<file path="src/rtl/kasumi_ctrl_pkg.sv">
// Shared definitions for the pipeline hazard/sequencing controller.
// Covers the FSM state encoding and the layout of the EX memory-command field.
package kasumi_ctrl_pkg;

   typedef enum logic [2:0] {
      ST_RUN      = 3'd0,
      ST_FLUSH    = 3'd1,
      ST_MEM_WAIT = 3'd2,
      ST_HALT     = 3'd3
   } ctrl_state_e;

   localparam int MEMCMD_ACCESS_BIT = 0;
   localparam int MEMCMD_WRITE_BIT  = 1;

   localparam logic [4:0] MEM_ACCESS = 5'b00001;
   localparam logic [4:0] MEM_WRITE  = 5'b00010;

   // A load is an access that is not a write; funct3 does not matter for hazards.
   function automatic logic is_load(input logic [4:0] cmd);
      return cmd[MEMCMD_ACCESS_BIT] && !cmd[MEMCMD_WRITE_BIT];
   endfunction

endpackage

</file>
<file path="src/rtl/hazard_detect.sv">
// Combinational load-use detector: flags an ID source that matches the rd of a load in EX.
// Zero latency, no state, no flow control.
module hazard_detect
   import kasumi_ctrl_pkg::*;
(
   input  logic [4:0] id_rs1_i,
   input  logic [4:0] id_rs2_i,
   input  logic       id_use_rs1_i,
   input  logic       id_use_rs2_i,
   input  logic [4:0] ex_reg_d_i,
   input  logic [1:0] ex_mem_kind_i,
   output logic       load_use_o
);

   logic ex_is_load;
   logic rs1_hit;
   logic rs2_hit;

   assign ex_is_load = is_load({3'b000, ex_mem_kind_i});
   assign rs1_hit    = id_use_rs1_i && (id_rs1_i == ex_reg_d_i);
   assign rs2_hit    = id_use_rs2_i && (id_rs2_i == ex_reg_d_i);

   // x0 is hardwired zero, so a load into it never creates a dependency.
   assign load_use_o = ex_is_load && (ex_reg_d_i != 5'd0) && (rs1_hit || rs2_hit);

endmodule

</file>
<file path="src/rtl/pipeline_ctrl.sv">
// Hazard/sequencing controller: stop/hold/flush/bubble/PC-load for a 5-stage core, Mealy outputs.
// Optional perf counters when PIPELINE_CTRL_PERF_EN is defined.
module pipeline_ctrl
   import kasumi_ctrl_pkg::*;
#(
   parameter int FLUSH_CYCLES = 2,
   parameter int XLEN         = 32
)(
   input  logic            clk,
   input  logic            reset,
   input  logic            halt_req,
   input  logic            mem_busy,
   input  logic [4:0]      id_rs1,
   input  logic [4:0]      id_rs2,
   input  logic            id_use_rs1,
   input  logic            id_use_rs2,
   input  logic [4:0]      ex_reg_d,
   input  logic [4:0]      ex_mem_command,
   input  logic            redirect,
   input  logic [XLEN-1:0] redirect_pc,
   output logic            stop,
   output logic            hold_front,
   output logic            flush_front,
   output logic            bubble_ex,
   output logic            pc_load,
   output logic [XLEN-1:0] pc_load_data,
   output logic [2:0]      ctrl_state
`ifdef PIPELINE_CTRL_PERF_EN
   ,
   output logic [31:0]     perf_stall_cyc,
   output logic [31:0]     perf_flush_cyc
`endif
);

   localparam logic [2:0] FLUSH_INIT = 3'(FLUSH_CYCLES - 1);

   ctrl_state_e state_q, state_d;
   ctrl_state_e resume_q, resume_d;
   ctrl_state_e eff_state;
   logic [2:0]  flush_cnt_q, flush_cnt_d;
   logic        load_use;
   logic        freeze;
   logic        unused_funct3;

   assign unused_funct3 = ^ex_mem_command[4:2];
   assign freeze        = mem_busy || halt_req;

   hazard_detect u_hazard_detect (
      .id_rs1_i      (id_rs1),
      .id_rs2_i      (id_rs2),
      .id_use_rs1_i  (id_use_rs1),
      .id_use_rs2_i  (id_use_rs2),
      .ex_reg_d_i    (ex_reg_d),
      .ex_mem_kind_i (ex_mem_command[1:0]),
      .load_use_o    (load_use)
   );

   // On the release cycle of a freeze the controller already acts as the saved
   // state, so no unflushed cycle slips through between the stall and the resume.
   always_comb begin
      eff_state = state_q;
      if (state_q == ST_MEM_WAIT || state_q == ST_HALT) begin
         eff_state = resume_q;
      end
   end

   always_ff @(posedge clk or negedge reset) begin
      if (!reset) begin
         state_q     <= ST_RUN;
         resume_q    <= ST_RUN;
         flush_cnt_q <= 3'd0;
      end else begin
         state_q     <= state_d;
         resume_q    <= resume_d;
         flush_cnt_q <= flush_cnt_d;
      end
   end

   always_comb begin
      state_d     = state_q;
      resume_d    = resume_q;
      flush_cnt_d = flush_cnt_q;
      if (freeze) begin
         state_d = mem_busy ? ST_MEM_WAIT : ST_HALT;
         if (state_q == ST_RUN || state_q == ST_FLUSH) begin
            resume_d = state_q;
         end
      end else begin
         case (eff_state)
            ST_FLUSH: begin
               flush_cnt_d = flush_cnt_q - 3'd1;
               state_d     = (flush_cnt_q <= 3'd1) ? ST_RUN : ST_FLUSH;
            end
            default: begin
               state_d = ST_RUN;
               if (redirect && FLUSH_CYCLES > 1) begin
                  state_d     = ST_FLUSH;
                  flush_cnt_d = FLUSH_INIT;
               end
            end
         endcase
      end
   end

   always_comb begin
      stop         = 1'b0;
      hold_front   = 1'b0;
      flush_front  = 1'b0;
      bubble_ex    = 1'b0;
      pc_load      = 1'b0;
      pc_load_data = '0;
      if (!reset) begin
         stop = 1'b0;
      end else if (freeze) begin
         stop = 1'b1;
      end else begin
         case (eff_state)
            ST_FLUSH: begin
               flush_front = 1'b1;
               bubble_ex   = 1'b1;
            end
            default: begin
               if (redirect) begin
                  pc_load      = 1'b1;
                  pc_load_data = redirect_pc;
                  flush_front  = 1'b1;
                  bubble_ex    = 1'b1;
               end else if (load_use) begin
                  hold_front = 1'b1;
                  bubble_ex  = 1'b1;
               end
            end
         endcase
      end
   end

   assign ctrl_state = state_q;

`ifdef PIPELINE_CTRL_PERF_EN
   logic [31:0] perf_stall_q, perf_flush_q;

   always_ff @(posedge clk or negedge reset) begin
      if (!reset) begin
         perf_stall_q <= 32'd0;
         perf_flush_q <= 32'd0;
      end else begin
         perf_stall_q <= perf_stall_q + {31'd0, (stop | hold_front)};
         perf_flush_q <= perf_flush_q + {31'd0, flush_front};
      end
   end

   assign perf_stall_cyc = perf_stall_q;
   assign perf_flush_cyc = perf_flush_q;
`endif

endmodule

</file>
<file path="config.mk">
export PLATFORM = sky130hd
export DESIGN_NAME = pipeline_ctrl
export DESIGN_NICKNAME = d
export VERILOG_FILES = /design/src/rtl/kasumi_ctrl_pkg.sv /design/src/rtl/hazard_detect.sv /design/src/rtl/pipeline_ctrl.sv
export SDC_FILE = /design/constraint.sdc
export NUM_CORES = 1
export LEC_CHECK = 0
export ABC_AREA = 1
export CELL_PAD_IN_SITES_DETAIL_PLACEMENT = 1
export CELL_PAD_IN_SITES_GLOBAL_PLACEMENT = 2
export CORE_ASPECT_RATIO = 0.5
export CORE_UTILIZATION = 15
export DETAILED_ROUTE_END_ITERATION = 6
export PLACE_DENSITY_LB_ADDON = 0.1
export SLEW_MARGIN = 20
export SYNTH_ARGS = -nofsm -noshare
export SYNTH_HDL_FRONTEND = slang
export SYNTH_HIERARCHICAL = 1
export SYNTH_SLANG_ARGS = --single-unit
</file>
<file path="constraint.sdc">
create_clock -name clk -period 2.85 [get_ports clk]
set_input_delay 0.285 -clock clk [delete_from_list [all_inputs] [get_ports clk]]
set_output_delay 0.285 -clock clk [all_outputs]
set_load 0.01 [all_outputs]
</file>
Word-level counts from Yosys, hierarchy flattened
Cells that the tools add are included.
{ "word_totals": {"output_inout_bits": 40, "input_bits": 59, "regBits": 9} }
{ "op_classes": {"n_mux": 30, "magnitude_cmp": 1, "n_reduce_logical": 15, "bitwise_logic": 1, "add_sub_neg": 1, "eq_ne": 6} }
{ "ops": {"columns": ["cell", "n"], "rows": [
  ["two-way mux 32 bit", 4],
  ["two-way mux 1 bit", 22],
  ["== test 5 bit", 2],
  ["two-way mux 3 bit", 3],
  ["== test 3 x 1 -> 1 bit, second input constant", 2],
  ["== test 3 x 2 -> 1 bit, second input constant", 2],
  ["logical AND 1 bit", 5],
  ["nonzero test 5 bit", 1],
  ["logical OR 1 bit", 4],
  ["AND reduction 2 bit", 2],
  ["<= comparator 3 x 1 -> 1 bit, second input constant", 1],
  ["zero test 3 bit", 1],
  ["subtractor 3 x 1 -> 3 bit, second input constant", 1],
  ["two-way mux 2 bit", 1],
  ["nonzero test 2 bit", 1],
  ["zero test 1 bit", 1],
  ["inverter 1 bit", 1]
]} }

Depth between registers and ports, before layout
Gate-level depths: netlist of run 1.
{ "depth": {"word_depth": 9, "depth_mapped": 8, "mapped_depth_nobuf": 8} }

By module
The synthesis of run 1 kept the hierarchy.
{ "by_module_without_submodules": {"columns": ["module", "area_each_um2", "cells_per_inst", "seq_area_each_um2", "n_inst"], "rows": [
  ["pipeline_ctrl", 943.4, 131, 175.2, 1],
  ["hazard_detect", 224.0, 57, 0.0, 1]
]} }

Worst setup path before layout of run 1
OpenSTA, ideal clock, no wires.
{ "synth_timing": {"kind": "reg2out", "start": "register state_q[1] (netlist: ctrl_state[1])", "end": "output pc_load_data[10]", "path_slack_ns": 1.428, "path_stages_with_launch": 5, "arrival_ns": 1.137, "t_required_ns": 2.565, "cell_sequence": "dfrtp_1 > nand3_1 > nand2_1 > buf_4 > nor3_2"} }
{ "synth_via": {"elab_chain_len": 7, "elab_cells_between_ends": 8} }
{ "synth_lines": {"columns": ["item", "line_no", "rtl"], "rows": [
  ["start, declared", "pipeline_ctrl.sv:37", "ctrl_state_e state_q, state_d;"],
  ["start signal, assigned", "pipeline_ctrl.sv:73", "state_q <= state_d;"],
  ["== test 3 x 2 -> 1 bit", "pipeline_ctrl.sv:62", "if (state_q == ST_MEM_WAIT || state_q == ST_HALT) begin"],
  ["logical OR 1 bit", "pipeline_ctrl.sv:62", null],
  ["two-way mux 3 bit *", "pipeline_ctrl.sv:62", null],
  ["== test 3 x 1 -> 1 bit *", "pipeline_ctrl.sv:117", "case (eff_state)"],
  ["two-way mux 32 bit *", "pipeline_ctrl.sv:117", null],
  ["two-way mux 32 bit *", "pipeline_ctrl.sv:114", "end else if (freeze) begin"],
  ["two-way mux 32 bit *", "pipeline_ctrl.sv:112", "if (!reset) begin"],
  ["end, declared", "pipeline_ctrl.sv:26", "output logic [XLEN-1:0] pc_load_data,"]
]} }
Every way passes the cells marked *; elsewhere a longest branch is shown, timed or not.

Worst setup path in the final report of run 1
{ "layout_timing": {"start": "input mem_busy", "end": "output pc_load_data[29]"} }
{ "layout_via": {"elab_chain_len": 3} }
{ "layout_lines": {"columns": ["item", "line_no", "rtl"], "rows": [
  ["start, declared", "pipeline_ctrl.sv:12", "input logic mem_busy,"],
  ["logical OR 1 bit", "pipeline_ctrl.sv:46", "assign freeze = mem_busy || halt_req;"],
  ["net freeze", "pipeline_ctrl.sv:42", "logic freeze;"],
  ["two-way mux 32 bit", "pipeline_ctrl.sv:114", null],
  ["two-way mux 32 bit", "pipeline_ctrl.sv:112", null]
]} }
The timed path passes the listed nets, and every way through them passes these cells.

==> results of run 1 <==
==> layer usage <==
| layer | global-route usage | routed length, um | vias up |
|---|---|---|---|
| li1 | - | - | 736 |
| met1 | 0.1296 | 1840 | 622 |
| met2 | 0.1851 | 1920 | 52 |
| met3 | 0.01005 | 209 | 4 |
| met4 | 0.03571 | 44 | 0 |
| met5 | 0 | 0 | - |
==> cell families after synthesis <==
logic type | share of synthesized area
buffers and inverters | 0.2465
AND/OR/NAND/NOR | 0.5573
flip-flops | 0.1501
other | 0.003212
adder cells (fa/ha/maj) | 0.02143
AO/OA/AOI/OAI | 0.02143
==> cell type report <==
type / instances / area share
clock buffer: 4 / 0.03456
inverter: 59 / 0.09819
multi-input combinational: 115 / 0.3099
sequential: 7 / 0.07680
tap: 96 / 0.05266
timing repair buffer: 97 / 0.4279
==> placed cells by master, fill, tap and decap left out, drive strengths merged <==
cell type,instances
clkdlybuf4s50,94
inv,59
nand2,46
nor3,33
nor2,17
nand3,9
dfrtp,7
clkbuf,4
o21ai,3
buf,3
a21oi,2
ha,2
or2,1
nand4,1
conb,1
==> metrics by stage <==
| step | hold slack [ps] | util | power (mW) |
|---|---|---|---|
| final | 368.9 | 0.3069 | 0.7200 |
| after global routing | 379.2 | 0.3069 | 0.7789 |
| after CTS | 372.6 | 0.3069 | 0.7343 |
| after detailed placement | 475.1 | 0.2963 | 0.4858 |
| after global placement | 458.7 | 0.2963 | 0.4720 |
| after floorplan | -10.59 | - | 0.3289 |
==> how the worst max path moves through the flow <==
stage                                 start               end  slack [ps]
global placement                   halt_req  pc_load_data[28]         390
finish                             mem_busy  pc_load_data[29]         400
detailed placement                 mem_busy  pc_load_data[28]         370
floorplan           ctrl_state[1]$_DFF_PN0_  pc_load_data[10]        1430
CTS                                mem_busy  pc_load_data[28]         360
global route                    ex_reg_d[1]        hold_front         240
==> sequential cells by signal, indices dropped and copies added, names as in the netlist <==
register	cells
flush_cnt_q	3
ctrl_state	2
resume_q	2
==> where the power goes <==
part / internal, mW / switching, mW
registers: 0.124 / 0.0159
logic: 0.159 / 0.176
clock network: 0.187 / 0.0578
total: 0.470 / 0.250
==> results.md, run 1 <==
* Path class of the lowest-slack min-delay path: in2async
* Share of post-route cells with drive strength above 1 at 0.1596
* Sum of negative setup slack at 0 ps
* Overflow left after global routing at 0
* Setup repair after global routing missed its margin: no
* Crit share post-route at 0.8605
* Placer Congestion at 0.6502
* Total wirelength of the detailed-routed design at roughly 4000 um
* Largest cells by area after synthesis: sky130_fd_sc_hd__nor3_2 23%, sky130_fd_sc_hd__inv_1 18%, sky130_fd_sc_hd__dfrtp_1 15%
* Syn_area_per_cell at 6.209 um2
* Commonest cells in the netlist: 55 x sky130_fd_sc_hd__inv_1, 44 x sky130_fd_sc_hd__nand2_1, 27 x sky130_fd_sc_hd__nor3_2
* Crit-path most repeated cell: sky130_fd_sc_hd__clkdlybuf4s50_1
* Master cell of the clock root buffer: sky130_fd_sc_hd__clkbuf_16
* Number of buffers added by the clock tree synthesis step at 3
* Critical path data required time at 2570 ps
* Proportion of synthesized flip-flops having asynchronous set or reset at 1.000
* Number of clock sinks seen by CTS at 7
* Die width at between 100 and 150 um
* Transition time at the pin with the least slew margin at 547.6 ps
* Nets in the synthesized netlist at 249
* Class of the most critical setup path: in2out
* CORE AREA at 0.007432 mm2
* Number of diodes at 0
* Critical-path cell with the highest stage delay: sky130_fd_sc_hd__clkdlybuf4s50_1
* Count of buffering cells on the critical path with inverters included at 3
* Pin count of the biggest net entering global routing at 34
* Worst clock skew at 1.228 ps
* Prevailing post-synth register cell: sky130_fd_sc_hd__dfrtp_1
* Fill cell count at 916
* Total via count after detailed routing at 1,414
* Highest clock rate at around 400 MHz
* Remaining number of nets flagged by the antenna check after routing at 0
* Die Footprint at 0.008161 mm2
* Area of all placed cells without fillers at 0.002281 mm2
* Antenna violations before repair at 0
* Die Y-Extent at ~64 um
* Critical path endpoint category: output port
* Vias in the first global route at between 1,000 and 1,500
* Post-layout nets at around 340
* Post-synthesis instance total at 188
* Resized cells post-CTS at 0
* Endpoints failing setup at 0
* Avg WL per Cell at ~11 um
* Fraction of post-synthesis cell area in the top cell type by area at 0.2315
* First-pass GRT wire length at between 6000 and 7000 um
* Half-perimeter wire length of the detailed placement result at 3380 um
* Count of buffers from port buffering at between 90 and 100
* Worst IR drop on VDD at 0.0001063 V
* Normalized max-slew margin at 0.6346
* Number of logic stages on the critical path including buffering at 7
* Final hold viol count at 0
* Worst path top cell family by delay: buffers and inverters
* Top-count cell post-synth: sky130_fd_sc_hd__inv_1
* Yosys top cell by area: sky130_fd_sc_hd__nor3_2
* Storage element area at about 180 um2
* Max Root-Sink Buffers at 2
* Clock latency at the later pin of the worst-skew pair at 230 ps
* Max_cap viols at 0
* Final Non-Filler Cells at roughly 380
* Placed standard-cell area at between 0.002 and 0.0025 mm2
* Leakage power at 1.112 nW
* Area used by multi-input combinational logic at just over 700 um2
* Global-route usage over all layers at 0.1031
* Logic depth of the worst register-to-register path at 5
* Initial core utilization at 0.1571
* Flop and latch count out of synthesis at 7
* Worst R2R Start: ctrl_state[1]$_DFF_PN0_
* Post-route minimum period at 2452 ps
* Clock tree from TritonCTS: yes
* Number of distinct library cells after synthesis at 22
* Power per cell area at roughly 320 mW/mm2
* Pre-antenna DRT Iters at 4
* Worst slack at placement at 367.1 ps
* Cells traversed along the worst timing path: clkdlybuf4s50_1 > nor2_4 > inv_4 > nor2_8 > nand2_4 > nor3_1 > clkdlybuf4s50_1
* Largest fanout on the critical path at 33
* Count of pins on the block boundary at 99
* Endpoint of the worst-slack reg-to-reg timing path: ctrl_state[0]$_DFF_PN0_
* Crit path arrival time at ~2200 ps
* CTS HTree Levels at 1
* Number of warnings printed during yosys synthesis at 6
* Total placed cells including tap cells at 374
* Count of routing violations after the opening detailed-route iteration at 17
* Detail-routed via count per cell at 3.741
* Number of setup buffers added after CTS at 0
* Share of the yosys chip area belonging to registers at 0.1501
* Status: complete, no violations
* Setup slack on the worst flop-to-flop path at 1560 ps
* Reg clk slew, reported paths at 40 ps
* Standard-cell row count at 22
* Setup WS post-layout at just under 400 ps
* EDFF count, synth at 0
* Post-CTS Hold Fix Bufs at 0
* Netlist Area Pre-Place at 0.001167 mm2
* Kind of start point of the critical path: input port
* Final Max Slew Viols at 0
* # DRC at 0
* Crit path largest cell delay at 580 ps
* Synthesis-to-layout area growth at 95.39%
Note: power is estimated with default switching activity, not from simulation.
==> inputs of run 2 (changes only) <==
--- a/config.mk
+++ b/config.mk
@@ -9,6 +9,7 @@
 export CELL_PAD_IN_SITES_DETAIL_PLACEMENT = 1
 export CELL_PAD_IN_SITES_GLOBAL_PLACEMENT = 2
 export CORE_ASPECT_RATIO = 0.5
+export CORE_MARGIN = 2
 export CORE_UTILIZATION = 15
 export DETAILED_ROUTE_END_ITERATION = 6
 export PLACE_DENSITY_LB_ADDON = 0.1
==> results.md, run 2 (synthesis gave the netlist of run 1 again) <==
* Status: complete, no violations
* Die Footprint at 0.008547 mm2 (+4.7%)
* # DRC at 0 (unchanged)
* Class of the most critical setup path: in2out
* Most common cell after layout, fill and taps aside: sky130_fd_sc_hd__clkdlybuf4s50_1
* Commonest non-fill, non-tap cells in the layout: 94 x sky130_fd_sc_hd__clkdlybuf4s50_1, 55 x sky130_fd_sc_hd__inv_1, 43 x sky130_fd_sc_hd__nand2_1, 27 x sky130_fd_sc_hd__nor3_2, 15 x sky130_fd_sc_hd__nor2_1
* Count of routing violations after the opening detailed-route iteration at 11 (-6)
* Crit path largest cell delay at 580 ps (about the same)
* Crit path arrival time at 2130 ps (-40 ps)
* CTS HTree Levels at 1 (unchanged)
* Endpoints failing setup at 0 (unchanged)
* Overflow left after global routing at 0 (unchanged)
* Power per cell area at 312.0 mW/mm2 (-1.2%)
* Standard-cell row count at 22 (unchanged)
* Max_cap viols at 0 (unchanged)
* Pin count of the biggest net entering global routing at 34 (unchanged)
* Detail-routed via count per cell at 3.787 (+1.2%)
* Global-route usage over all layers at 0.09880 (-0.004256)
* Clock latency at the later pin of the worst-skew pair at 230 ps (about the same)
* Critical path data required time at 2570 ps (about the same)
* Initial core utilization at 0.1571 (unchanged)
* Antenna violations before repair at 0 (unchanged)
* Setup slack on the worst flop-to-flop path at 1680 ps (+120 ps)
* Synthesis-to-layout area growth at 96.25%
* Post-CTS Hold Fix Bufs at 0 (unchanged)
* Final hold viol count at 0 (unchanged)
* Worst IR drop on VDD at 0.0001264 V (+19%)
* Master cell of the clock root buffer: sky130_fd_sc_hd__clkbuf_16
* Crit share post-route at 0.8465 (-0.01393)
* Placer Congestion at 0.7013 (+7.9%)
* Number of setup buffers added after CTS at 0 (unchanged)
* Setup WS post-layout at 437.4 ps (+39.71 ps)
* Total via count after detailed routing at 1,443 (+2.1%)
* Count of buffers from port buffering at 94 (unchanged)
* Vias in the first global route at 1,410 (+1.6%)
* Fill cell count at 915 (-0.11%)
* Final Max Slew Viols at 0 (unchanged)
* Half-perimeter wire length of the detailed placement result at 3515 um (+4.0%)
* Kind of start point of the critical path: input port
* Post-route minimum period at 2413 ps (-39.71 ps)
* Number of clock sinks seen by CTS at 7 (unchanged)
* Avg WL per Cell at 10.90 um (+2.6%)
* Worst clock skew at 0.4487 ps (-0.7792 ps)
* Count of pins on the block boundary at 99 (unchanged)
* Number of diodes at 0 (unchanged)
* Path class of the lowest-slack min-delay path: in2async
* Pre-antenna DRT Iters at 4 (unchanged)
* Normalized max-slew margin at 0.6460 (+0.01141)
* Highest clock rate at 414.5 MHz (+1.6%)
* Clock tree from TritonCTS: yes
* Die width at 128.8 um (+1.6%)
* Largest register FFs at 3 (unchanged)
* Total wirelength of the detailed-routed design at 4151 um (+3.4%)
* Worst path top cell family by delay: buffers and inverters
* Remaining number of nets flagged by the antenna check after routing at 0 (unchanged)
* Worst slack at placement at 411.5 ps (+44.33 ps)
* Resized cells post-CTS at 0 (unchanged)
* Reg clk slew, reported paths at 40 ps (about the same)
* Critical path endpoint category: output port
* Setup repair after global routing missed its margin: no
* Leakage power at 1.121 nW (+0.79%)
* Post-layout nets at 347 (+0.87%)
* Cells traversed along the worst timing path: clkdlybuf4s50_1 > nor2_4 > inv_4 > nor2_8 > nand2_4 > buf_4 > nor3_2 > clkdlybuf4s50_1
* First-pass GRT wire length at 6748 um (+0.93%)
* Count of buffering cells on the critical path with inverters included at 4 (+1)
* Number of buffers added by the clock tree synthesis step at 3 (unchanged)
* Die Y-Extent at 66.38 um (+3.1%)
* Critical-path cell with the highest stage delay: sky130_fd_sc_hd__clkdlybuf4s50_1
* Transition time at the pin with the least slew margin at 531.0 ps (-16.63 ps)
* Reg with most FFs: flush_cnt_q
* Max Root-Sink Buffers at 2 (unchanged)
* Largest fanout on the critical path at 14 (-58%)
* Sum of negative setup slack at 0 ps (unchanged)
* Crit-path most repeated cell: sky130_fd_sc_hd__clkdlybuf4s50_1
* CORE AREA at 0.007432 mm2 (unchanged)
* Share of post-route cells with drive strength above 1 at 0.1684 (+0.008847)
[run 2: path summary, 6_finish.rpt]
kind,from,endpoint,depth (start not counted)
worst max register to register,resume_q[1]$_DFFE_PN0P_,flush_cnt_q[2]$_DFFE_PN0P_,6
max in group asynchronous,reset,resume_q[1]$_DFFE_PN0P_,2
worst min-delay path,reset,resume_q[0]$_DFFE_PN0P_,2
worst min register to register,flush_cnt_q[1]$_DFFE_PN0P_,flush_cnt_q[1]$_DFFE_PN0P_,2
worst max-delay path,halt_req,pc_load_data[15],8
min in group clk,flush_cnt_q[1]$_DFFE_PN0P_,flush_cnt_q[1]$_DFFE_PN0P_,2
[run 2: report_power, final]
part           switching [mW]  total, mW  internal [mW]  leakage (nW)
Clock                  0.0573      0.244          0.187        0.0382
Combinational           0.175      0.330          0.155         0.996
Sequential             0.0164      0.141          0.124        0.0868
Total                   0.249      0.715          0.466          1.12
[run 2: layer usage]
layer	track usage	wire length [um]
met1	0.1190	1853
met2	0.1819	1889
met3	0.01214	345
met4	0.03668	62
met5	0	0
[run 2: cell type report]
cell class	count	area [um2]	share of cell area
multi-input cells	115	706.9	0.3086
repair buffers	100	985.9	0.4304
flip-flops and latches	7	175.2	0.07646
inverters	59	224.0	0.09776
well taps	96	120.1	0.05243
clock buffers	4	78.83	0.03441
[run 2: stage by stage]
step           hold WS [ps]    util  area (um2)  total power, mW  instances
6_report              370.1  0.3082        2291           0.7148        381
5_1_grt               391.8  0.3082        2291           0.7763        381
4_1_cts               376.8  0.3082        2291           0.7289        381
3_5_place_dp          464.7  0.2976        2212           0.4792        377
3_3_place_gp          461.0  0.2976        2212           0.4686        377
2_1_floorplan        -10.59       -        1167           0.3289        188
[run 2: worst register-to-register path: cells and delay by family (launching register included)]
family	cells	cell delay, ps
buffers and inverters	1	70
DFF	1	370
and+or+nand+nor	5	620
==> inputs of run 3 (changes only) <==
--- a/config.mk
+++ b/config.mk
@@ -10,7 +10,7 @@
 export CELL_PAD_IN_SITES_GLOBAL_PLACEMENT = 2
 export CORE_ASPECT_RATIO = 0.5
 export CORE_MARGIN = 2
-export CORE_UTILIZATION = 15
+export CORE_UTILIZATION = 14
 export DETAILED_ROUTE_END_ITERATION = 6
 export PLACE_DENSITY_LB_ADDON = 0.1
 export SLEW_MARGIN = 20
==> constraint.sdc (replaced) <==
create_clock -name clk -period 2.3 [get_ports clk]
set_input_delay 0.23 -clock clk [delete_from_list [all_inputs] [get_ports clk]]
set_output_delay 0.23 -clock clk [all_outputs]
set_load 0.01 [all_outputs]
==> results.md, run 3 (synthesis gave the netlist of run 1 again) <==
* Count of routing violations after the opening detailed-route iteration at 28 (+17)
* Master cell of the clock root buffer: sky130_fd_sc_hd__clkbuf_16
* Half-perimeter wire length of the detailed placement result at 3481 um (-0.96%)
* Overflow left after global routing at 0 (unchanged)
* Clock tree from TritonCTS: yes
* Final hold viol count at 0 (unchanged)
* Placer Congestion at 0.7077 (+0.91%)
* Pin count of the biggest net entering global routing at 34 (unchanged)
* Clock group share of total power at 0.332 (-0.009)
* Number of buffers added by the clock tree synthesis step at 3 (unchanged)
* Class of the most critical setup path: in2out
* Commonest non-fill, non-tap cells in the layout: 87 x sky130_fd_sc_hd__clkdlybuf4s50_1, 55 x sky130_fd_sc_hd__inv_1, 43 x sky130_fd_sc_hd__nand2_1, 27 x sky130_fd_sc_hd__nor3_2, 15 x sky130_fd_sc_hd__nor2_1
* Standard-cell row count at 23 (+4.5%)
* Internal power consumption at 587.6 uW (+26%)
* # DRC at 0 (unchanged)
* CTS HTree Levels at 1 (unchanged)
* Worst IR drop on VDD at 0.0001624 V (+29%)
* Synthesis-to-layout area growth at 103.6%
* Worst clock skew at 1.999 ps (+1.550 ps)
* Detail-routed via count per cell at 3.570 (-5.7%)
* Final Max Slew Viols at 0 (unchanged)
* Area of all placed cells without fillers at 0.002377 mm2 (+3.8%)
* Max_cap viols at 0 (unchanged)
* Die Footprint at 0.009129 mm2 (+6.8%)
* Fill cell count at 980 (+7.1%)
* Antenna violations before repair at 0 (unchanged)
* CORE AREA at 0.008058 mm2 (+8.4%)
* Largest register FFs at 3 (unchanged)
* Post-CTS Hold Fix Bufs at 0 (unchanged)
* Kind of start point of the critical path: input port
* Die Y-Extent at 68.57 um (+3.3%)
* Die width at 133.1 um (+3.4%)
* Post-route minimum period at 2188 ps
* Remaining number of nets flagged by the antenna check after routing at 0 (unchanged)
* Status: complete, no violations
* Count of buffers from port buffering at 94 (unchanged)
* Post-layout nets at 350 (+0.86%)
* Critical path endpoint category: output port
* GR Util met3 at 0.01170 (-0.0004400)
* Switch share at 0.3437 (-0.004764)
* Critical path data required time at 2070 ps (-500 ps)
* Most common cell after layout, fill and taps aside: sky130_fd_sc_hd__clkdlybuf4s50_1
* Vias in the first global route at 1,415 (+0.35%)
* Total wirelength of the detailed-routed design at 4194 um (+1.0%)
* Leakage power at 1.235 nW (+10%)
* Resized cells post-CTS at 2 (+2)
* Largest fanout on the critical path at 33 (+19)
* Avg WL per Cell at 10.49 um (-3.8%)
* Clock latency at the later pin of the worst-skew pair at 230 ps (about the same)
* Count of pins on the block boundary at 99 (unchanged)
* Number of diodes at 0 (unchanged)
* Reg with most FFs: flush_cnt_q
* Sequential fraction of design power at 0.194 (-0.003)
* Sum of negative setup slack at 0 ps (unchanged)
* Setup repair after global routing missed its margin: no
* Endpoints failing setup at 0 (unchanged)
* Total via count after detailed routing at 1,428 (-1.0%)
* Crit share post-route at 0.9512
* Initial core utilization at 0.1449 (-0.01219)
* Met2 demand-to-capacity share in global routing at 0.1665 (-0.01543)
* Number of clock sinks seen by CTS at 7 (unchanged)
* Placed standard-cell area at 0.002280 mm2 (+3.1%)
* Reg clk slew, reported paths at 40 ps (about the same)
* Share of post-route cells with drive strength above 1 at 0.1840 (+0.01561)
* Net switching power at 307.7 uW (+24%)
* Portion of total power attributed to combinational logic at 0.474 (+0.012)
* First-pass GRT wire length at 6582 um (-2.5%)
* Met1 routing resource usage after global routing at 0.1075 (-0.01151)
* Highest clock rate at 457.1 MHz
* Path class of the lowest-slack min-delay path: in2async
* Power per cell area at 376.6 mW/mm2 (+21%)
* Crit path arrival time at 1960 ps (-170 ps)
* Max Root-Sink Buffers at 2 (unchanged)
* Global-route usage over all layers at 0.08904 (-0.009755)
* Number of setup buffers added after CTS at 0 (unchanged)
* Global-route layer with the greatest usage: met2
* Pre-antenna DRT Iters at 4 (unchanged)
## run 3: path summary, 6_finish.rpt
kind | startpoint | slack (ps) | to | cells after the start
min in group clk | flush_cnt_q[1]$_DFFE_PN0P_ | 470 | flush_cnt_q[1]$_DFFE_PN0P_ | 2
min reg2reg | flush_cnt_q[1]$_DFFE_PN0P_ | 470 | flush_cnt_q[1]$_DFFE_PN0P_ | 2
max in group asynchronous | reset | 1860 | flush_cnt_q[0]$_DFFE_PN0P_ | 2
min | reset | 320 | ctrl_state[1]$_DFF_PN0_ | 2
max reg2reg | ctrl_state[1]$_DFF_PN0_ | 1090 | flush_cnt_q[0]$_DFFE_PN0P_ | 5
max | halt_req | 110 | pc_load_data[31] | 8
## run 3: routing by layer
| layer | up-vias | routed length [um] |
|---|---|---|
| met1 | 621 | 1905 |
| li1 | 748 | - |
| met4 | 0 | 49 |
| met3 | 4 | 292 |
| met2 | 55 | 1947 |
| met5 | - | 0 |
## run 3: power by group through the flow
stage	clock network (mW)	logic, mW	registers, mW
floorplan	0	0.236	0.172
global placement	0	0.426	0.176
detailed placement	0	0.434	0.175
CTS	0.308	0.437	0.174
global route	0.313	0.478	0.179
finish	0.297	0.424	0.174
## run 3: cell type report
| class | instances | area (um2) | share of cell area |
|---|---|---|---|
| Tap cell | 112 | 140.1 | 0.05895 |
| Clock inverter | 1 | 5.005 | 0.002105 |
| Inverter | 59 | 224.0 | 0.09421 |
| Timing Repair Buffer | 103 | 1047 | 0.4405 |
| Multi-Input combinational cell | 115 | 710.7 | 0.2989 |
| Clock buffer | 3 | 75.07 | 0.03158 |
| Sequential cell | 7 | 175.2 | 0.07368 |
## run 3: per-stage QoR
stage | worst slack (ps) | hold slack [ps] | utilization | power (mW) | std cells
floorplan | 933.3 | -65.59 | - | 0.4075 | 188
global placement | -38.95 | 463.3 | 0.2829 | 0.6021 | 396
detailed placement | -42.79 | 467.3 | 0.2829 | 0.6096 | 396
CTS | 29.87 | 318.9 | 0.2932 | 0.9190 | 400
global route | 17.79 | 343.5 | 0.2950 | 0.9698 | 400
finish | 112.3 | 315.3 | 0.2950 | 0.8953 | 400
## run 3: worst max-delay path, stage by stage
cell                              delay [ps]
sky130_fd_sc_hd__clkdlybuf4s50_1         450
sky130_fd_sc_hd__nor2_4                  150
sky130_fd_sc_hd__inv_4                    60
sky130_fd_sc_hd__nor2_8                  110
sky130_fd_sc_hd__nand2_4                  60
sky130_fd_sc_hd__buf_12                  180
sky130_fd_sc_hd__nor3_1                  150
sky130_fd_sc_hd__clkdlybuf4s50_1         560
==> RTL edit 1, RTL diff (flow settings as in run 3) <==
Build with the macro `PIPELINE_CTRL_PERF_EN` defined.
--- a/src/rtl/pipeline_ctrl.sv
+++ b/src/rtl/pipeline_ctrl.sv
@@ -1,5 +1,7 @@
 // Hazard/sequencing controller: stop/hold/flush/bubble/PC-load for a 5-stage core, Mealy outputs.
 // Optional perf counters when PIPELINE_CTRL_PERF_EN is defined.
+`define PIPELINE_CTRL_PERF_EN
+
 module pipeline_ctrl
    import kasumi_ctrl_pkg::*;
 #(
Function (old outputs only; new: perf_flush_cyc and perf_stall_cyc): kept (Yosys induction, for registers that start in step).
==> RTL edit 1 against run 3 <==
  * Wire length grew to 4.2 times the old value
  * Sequential share of layout area increased by 17 points
  * Final cell count increased to 3.1 times the old value
  * Synthesized area rose to 3.7 times the old value
  * Power grew to 4.2 times the old value
  * Sequential cell count increased by 64
  * Worst setup slack better by 0.017 ns
  * Clock power grew to 4.8 times the old value
  * Cell area grew to 3.0 times the old value
  * Utilization down 5.8 points
  * Critical path type is now flop to output port
==> RTL edit 1: results (changes against run 3) <==
synth:
  synth_area_leaders: "dfrtp_1, nand2_1, nor2_1"  # was nor3_2, inv_1, dfrtp_1
  synth_cell_type_count: 24  # was 22
  synth_commonest_cells: "nand2_1, nor2_1, dfrtp_1"  # was inv_1, nand2_1, nor3_2
  synth_compound_area_share_pct: 1.05  # was 2.14%
  yosysSeqAreaShare_pct: 41.5  # was 15.0%
  synth_fp_nets: 682  # was 249
routing:
  num_vias: 4552  # was 1428
  routed-wl-met3_um: 662  # was 292 µm
  wl_met2_mm: 8.46  # was 1.95 mm
  avgRoutedWirePerCell_um: 14.3  # was 10.5 µm
  drt_iter0_drc: 81  # was 28
  wl_met1_mm: 8.43  # was 1.91 mm
pwr:
  p_int_uw: 2640  # was 588 µW
  irDropWorstVdd_uv: 342  # was 162 µV
  sequentialPower_uw: 1520  # was 174 µW
  p_clk_share_pct: 38.5  # was 33.2%
  p_leak_uw: 0.00329  # was 0.00123 µW
cells_and_area:
  fillers: 3649  # was 980
  multi_input_area_um2: 2370  # was 711 µm²
status:
  outcome: "finished, final reports clean"  # unchanged
grt:
  grt_pass1_vias: 4879  # was 1415
  grt_use_met1_pct: 14.3  # was 10.8%
  grtUsageTotal_pct: 11.3  # was 8.90%
  grt.met2_usage_pct: 19.9  # was 16.6%
  grtUsageMet3_pct: 2.59  # was 1.17%
  grt_pass1_wl_mm: 27.6  # was 6.58 mm
placed_design:
  dp_hpwl_mm: 14.3  # was 3.48 mm
  port_buffers: 158  # was 94
clock_tree:
  clk_pin_slew_ns: 0.06  # was 0.04 ns
  cts_buffers: 9  # was 3
  cts_htree_levels: 3  # was 1
  clkLatencyLatePin_ns: 0.35  # was 0.23 ns
floorplanning:
  dieWidth_um: 251  # was 133 µm
worst_setup_path:
  crit_fanout: 4  # was 33
  reg2reg_depth: 13  # was 5
  arrival_ns: 1.94  # was 1.96 ns
sta:
  skew_ns: 0.00893  # was 0.00200 ns
RTL edit 1: cell types whose count changed after synthesis, moves of 24 or more:
| cell | change |
|---|---|
| dfrtp_1 | +64 |
| nand3_1 | +24 |
| nand2_1 | +190 |
| and2_1 | +32 |
| nor3_2 | -27 |
| nor2_1 | +95 |
RTL edit 1: timing repair:
| item | 4_1_cts | 5_1_grt |
|---|---|---|
| setup buffers | 5 | 0 |
| pin swaps | 20 | 19 |
| hold buffers | 1 | 0 |
| endpoints found under the hold margin | 20 | 0 |
| gates cloned | 1 | 0 |
| setup endpoints to repair | 70 | 53 |
| gates resized for setup | 74 | 35 |
RTL edit 1: area by class of cell:
| type | count | share of cell area [%] |
|---|---|---|
| Timing Repair Buffer | 209 | 27.3 |
| Tap cell | 399 | 6.98 |
| Clock buffer | 14 | 3.97 |
| Multi-Input combinational cell | 475 | 33.2 |
| Sequential cell | 71 | 24.8 |
| Clock inverter | 2 | 0.175 |
| Inverter | 68 | 3.57 |
RTL edit 1: final timing paths:
path	slack, ns	endpoint	start
max	0.13	hold_front	ctrl_state[1]$_DFF_PN0_
min in group clk	0.31	perf_flush_cyc[0]$_DFF_PN0_	reset
max in group asynchronous	1.58	perf_flush_cyc[4]$_DFF_PN0_	reset
max reg2reg	0.21	perf_stall_cyc[18]$_DFF_PN0_	ctrl_state[1]$_DFF_PN0_
min reg2reg	0.50	flush_cnt_q[1]$_DFFE_PN0N_	flush_cnt_q[1]$_DFFE_PN0N_
min	0.12	perf_flush_cyc[0]$_DFF_PN0_	reset
RTL edit 1: stage by stage:
stage | instances | power, µW | setup slack [ns]
floorplan | 618 | 1750 | 0.130
global placement | 1215 | 2260 | -0.681
detailed placement | 1215 | 2270 | -0.759
CTS | 1238 | 3810 | 0.000293
global route | 1238 | 3980 | 0.0141
finish | 1238 | 3750 | 0.130
==> RTL edit 2, RTL diff (config.mk and constraints of run 3) <==
Made on the original files. Register the output `pc_load_data`; this adds one clock of latency there. The other outputs are not delayed to match.
--- a/src/rtl/pipeline_ctrl.sv
+++ b/src/rtl/pipeline_ctrl.sv
@@ -33,6 +33,8 @@
 );
 
    localparam logic [2:0] FLUSH_INIT = 3'(FLUSH_CYCLES - 1);
+
+   logic [XLEN-1:0] pc_load_data_d;
 
    ctrl_state_e state_q, state_d;
    ctrl_state_e resume_q, resume_d;
@@ -108,7 +110,7 @@
       flush_front  = 1'b0;
       bubble_ex    = 1'b0;
       pc_load      = 1'b0;
-      pc_load_data = '0;
+      pc_load_data_d = '0;
       if (!reset) begin
          stop = 1'b0;
       end else if (freeze) begin
@@ -122,7 +124,7 @@
             default: begin
                if (redirect) begin
                   pc_load      = 1'b1;
-                  pc_load_data = redirect_pc;
+                  pc_load_data_d = redirect_pc;
                   flush_front  = 1'b1;
                   bubble_ex    = 1'b1;
                end else if (load_use) begin
@@ -153,5 +155,9 @@
    assign perf_flush_cyc = perf_flush_q;
 `endif
 
+   always_ff @(posedge clk) begin
+      pc_load_data <= pc_load_data_d;
+   end
+
 endmodule
 
Function: changed (Yosys sat finds a counterexample within 4 cycles, from zero or initial values and one cycle with reset low).
==> RTL edit 2 against run 3 <==
  * Sequential cell count grew 32
  * Register-to-register slack worse by 0.25 ns
  * Worst setup slack gained 0.12 ns
  * Cell area rose by 25%
  * Sequential share of layout area is 20 points higher
  * Global-route usage fell by 1.4 points
  * Die area increased by 40%
  * Synthesized area increased by 42%
  * Final cell count grew 21%
  * Hold slack worse by 0.0052 ns
  * Wire length rose by 9.5%
  * Power up 110%
  * Largest cell class unchanged
  * Highest routed layer unchanged
==> RTL edit 2: results (changes against run 3) <==
grt:
  grtUsageTotal_pct: 7.53  # was 8.90%
  grt_pass1_wl_mm: 7.37  # was 6.58 mm
  grt_max_degree: 33  # was 34
  grt_pass1_vias: 1655  # was 1415
synth:
  yosysSeqAreaShare_pct: 49.2  # was 15.0%
  yosys_most_used_dff: "dfxtp_1"  # was dfrtp_1
  synth_fa_ha_area_share_pct: 1.51  # was 2.14%
  synth_commonest_cells: "inv_1, nand2_1, dfxtp_1"  # was inv_1, nand2_1, nor3_2
  synth_compound_area_share_pct: 1.81  # was 2.14%
  yosysMostFrequentCell: "inv_1"  # unchanged
  synth-async-reset-ratio_pct: 17.9  # was 100%
  synth_fp_nets: 278  # was 249
  synth_area_leaders: "dfxtp_1, inv_1, nor2_2"  # was nor3_2, inv_1, dfrtp_1
  synth_cell_type_count: 21  # was 22
  yosysWarnings: 6  # unchanged
  synthMuxAreaShare_pct: 0  # unchanged
routing:
  wl_mm: 4.59  # was 4.19 mm
  drt_iter0_drc: 22  # was 28
  num_vias: 1561  # was 1428
  dr.pass1.iters: 3  # was 4
clock_tree:
  clk_pin_slew_ns: 0.05
  cts_htree_levels: 2  # was 1
  cts_buffers: 5  # was 3
  cts_resized: 4  # was 2
  cts_root_buffer: "clkbuf_16"  # unchanged
  clkLatencyLatePin_ns: 0.28  # was 0.23 ns
worst_setup_path:
  arrival_ns: 1.84  # was 1.96 ns
  crit_fanout: 7  # was 33
status:
  outcome: "finished, final reports clean"  # unchanged
placed_design:
  dp_slack_ns: -0.0743  # was -0.0428 ns
  post_dp_cell_area_um2: 2800  # was 2280 µm²
  port_buffers: 94  # unchanged
  gp_congestion: 0.647  # was 0.708
  dp_hpwl_mm: 3.69  # was 3.48 mm
cells_and_area:
  nets: 380  # was 350
  fillers: 1398  # was 980
  reg.largest.list: "pc_load_data: 32 flops, flush_cnt_q: 3 flops"
  drive_above_1_share_pct: 16.3  # was 18.4%
pwr:
  p_leak_uw: 0.00140  # was 0.00123 µW
  irDropWorstVdd_uv: 257  # was 162 µV
sta:
  skew_ns: 0.00460  # was 0.00200 ns
hold_path:
  min_path_type: "primary input to asynchronous set/reset pin"  # unchanged
-- RTL edit 2: report_power, final --
| part | internal, µW | switching (µW) |
|---|---|---|
| Combinational | 182 | 169 |
| Clock | 495 | 263 |
| Sequential | 717 | 21.4 |
| Total | 1390 | 454 |
-- RTL edit 2: stage by stage --
stage | cells | utilization, %
after detailed placement | 477 | 24.0
after global routing | 485 | 25.5
after global placement | 477 | 24.0
final | 485 | 25.5
after CTS | 485 | 25.5
after floorplan | 217 | -
-- RTL edit 2: logic make-up after synthesis --
logic type      Yosys count
compound gates            6
fa+ha+maj                 2
buf+inv                  65
flops                    39
other cells               1
simple gates            104
-- RTL edit 2: worst max-delay path: stages (launching register included) --
cell,delay [ns]
dfrtp_1,0.41
inv_1,0.10
nand2_1,0.14
nand3_1,0.26
nand2_1,0.08
inv_1,0.06
clkdlybuf4s50_1,0.52
-- RTL edit 2: per-layer routing --
layer,GRT usage (%),part of all wire (%),up-vias
li1,-,-,811
met1,7.58,40,701
met2,13.8,49,45
met3,3.63,9.4,4
met4,2.73,1.1,0
met5,0,0,-
-- RTL edit 2: final timing paths --
kind,from,endpoint,slack [ns],depth (start not counted)
worst max-delay path,ctrl_state[1]$_DFF_PN0_,flush_front,0.23,6
worst min-delay path,reset,ctrl_state[0]$_DFF_PN0_,0.31,2
worst max register to register,ctrl_state[1]$_DFF_PN0_,pc_load_data[17]$_SDFF_PP0_,0.84,5
worst min register to register,flush_cnt_q[1]$_DFFE_PN0P_,flush_cnt_q[1]$_DFFE_PN0P_,0.47,2
max in group asynchronous,reset,flush_cnt_q[2]$_DFFE_PN0P_,1.86,2
min in group clk,flush_cnt_q[1]$_DFFE_PN0P_,flush_cnt_q[1]$_DFFE_PN0P_,0.47,2
-- RTL edit 2: layout make-up --
type	instances	share of cell area [%]
sequential	39	27.5
clock buffer	7	5.52
clock inverter	1	0.168
tap	165	6.95
multi-input combinational	113	19.3
timing repair buffer	99	32.8
inverter	61	7.75
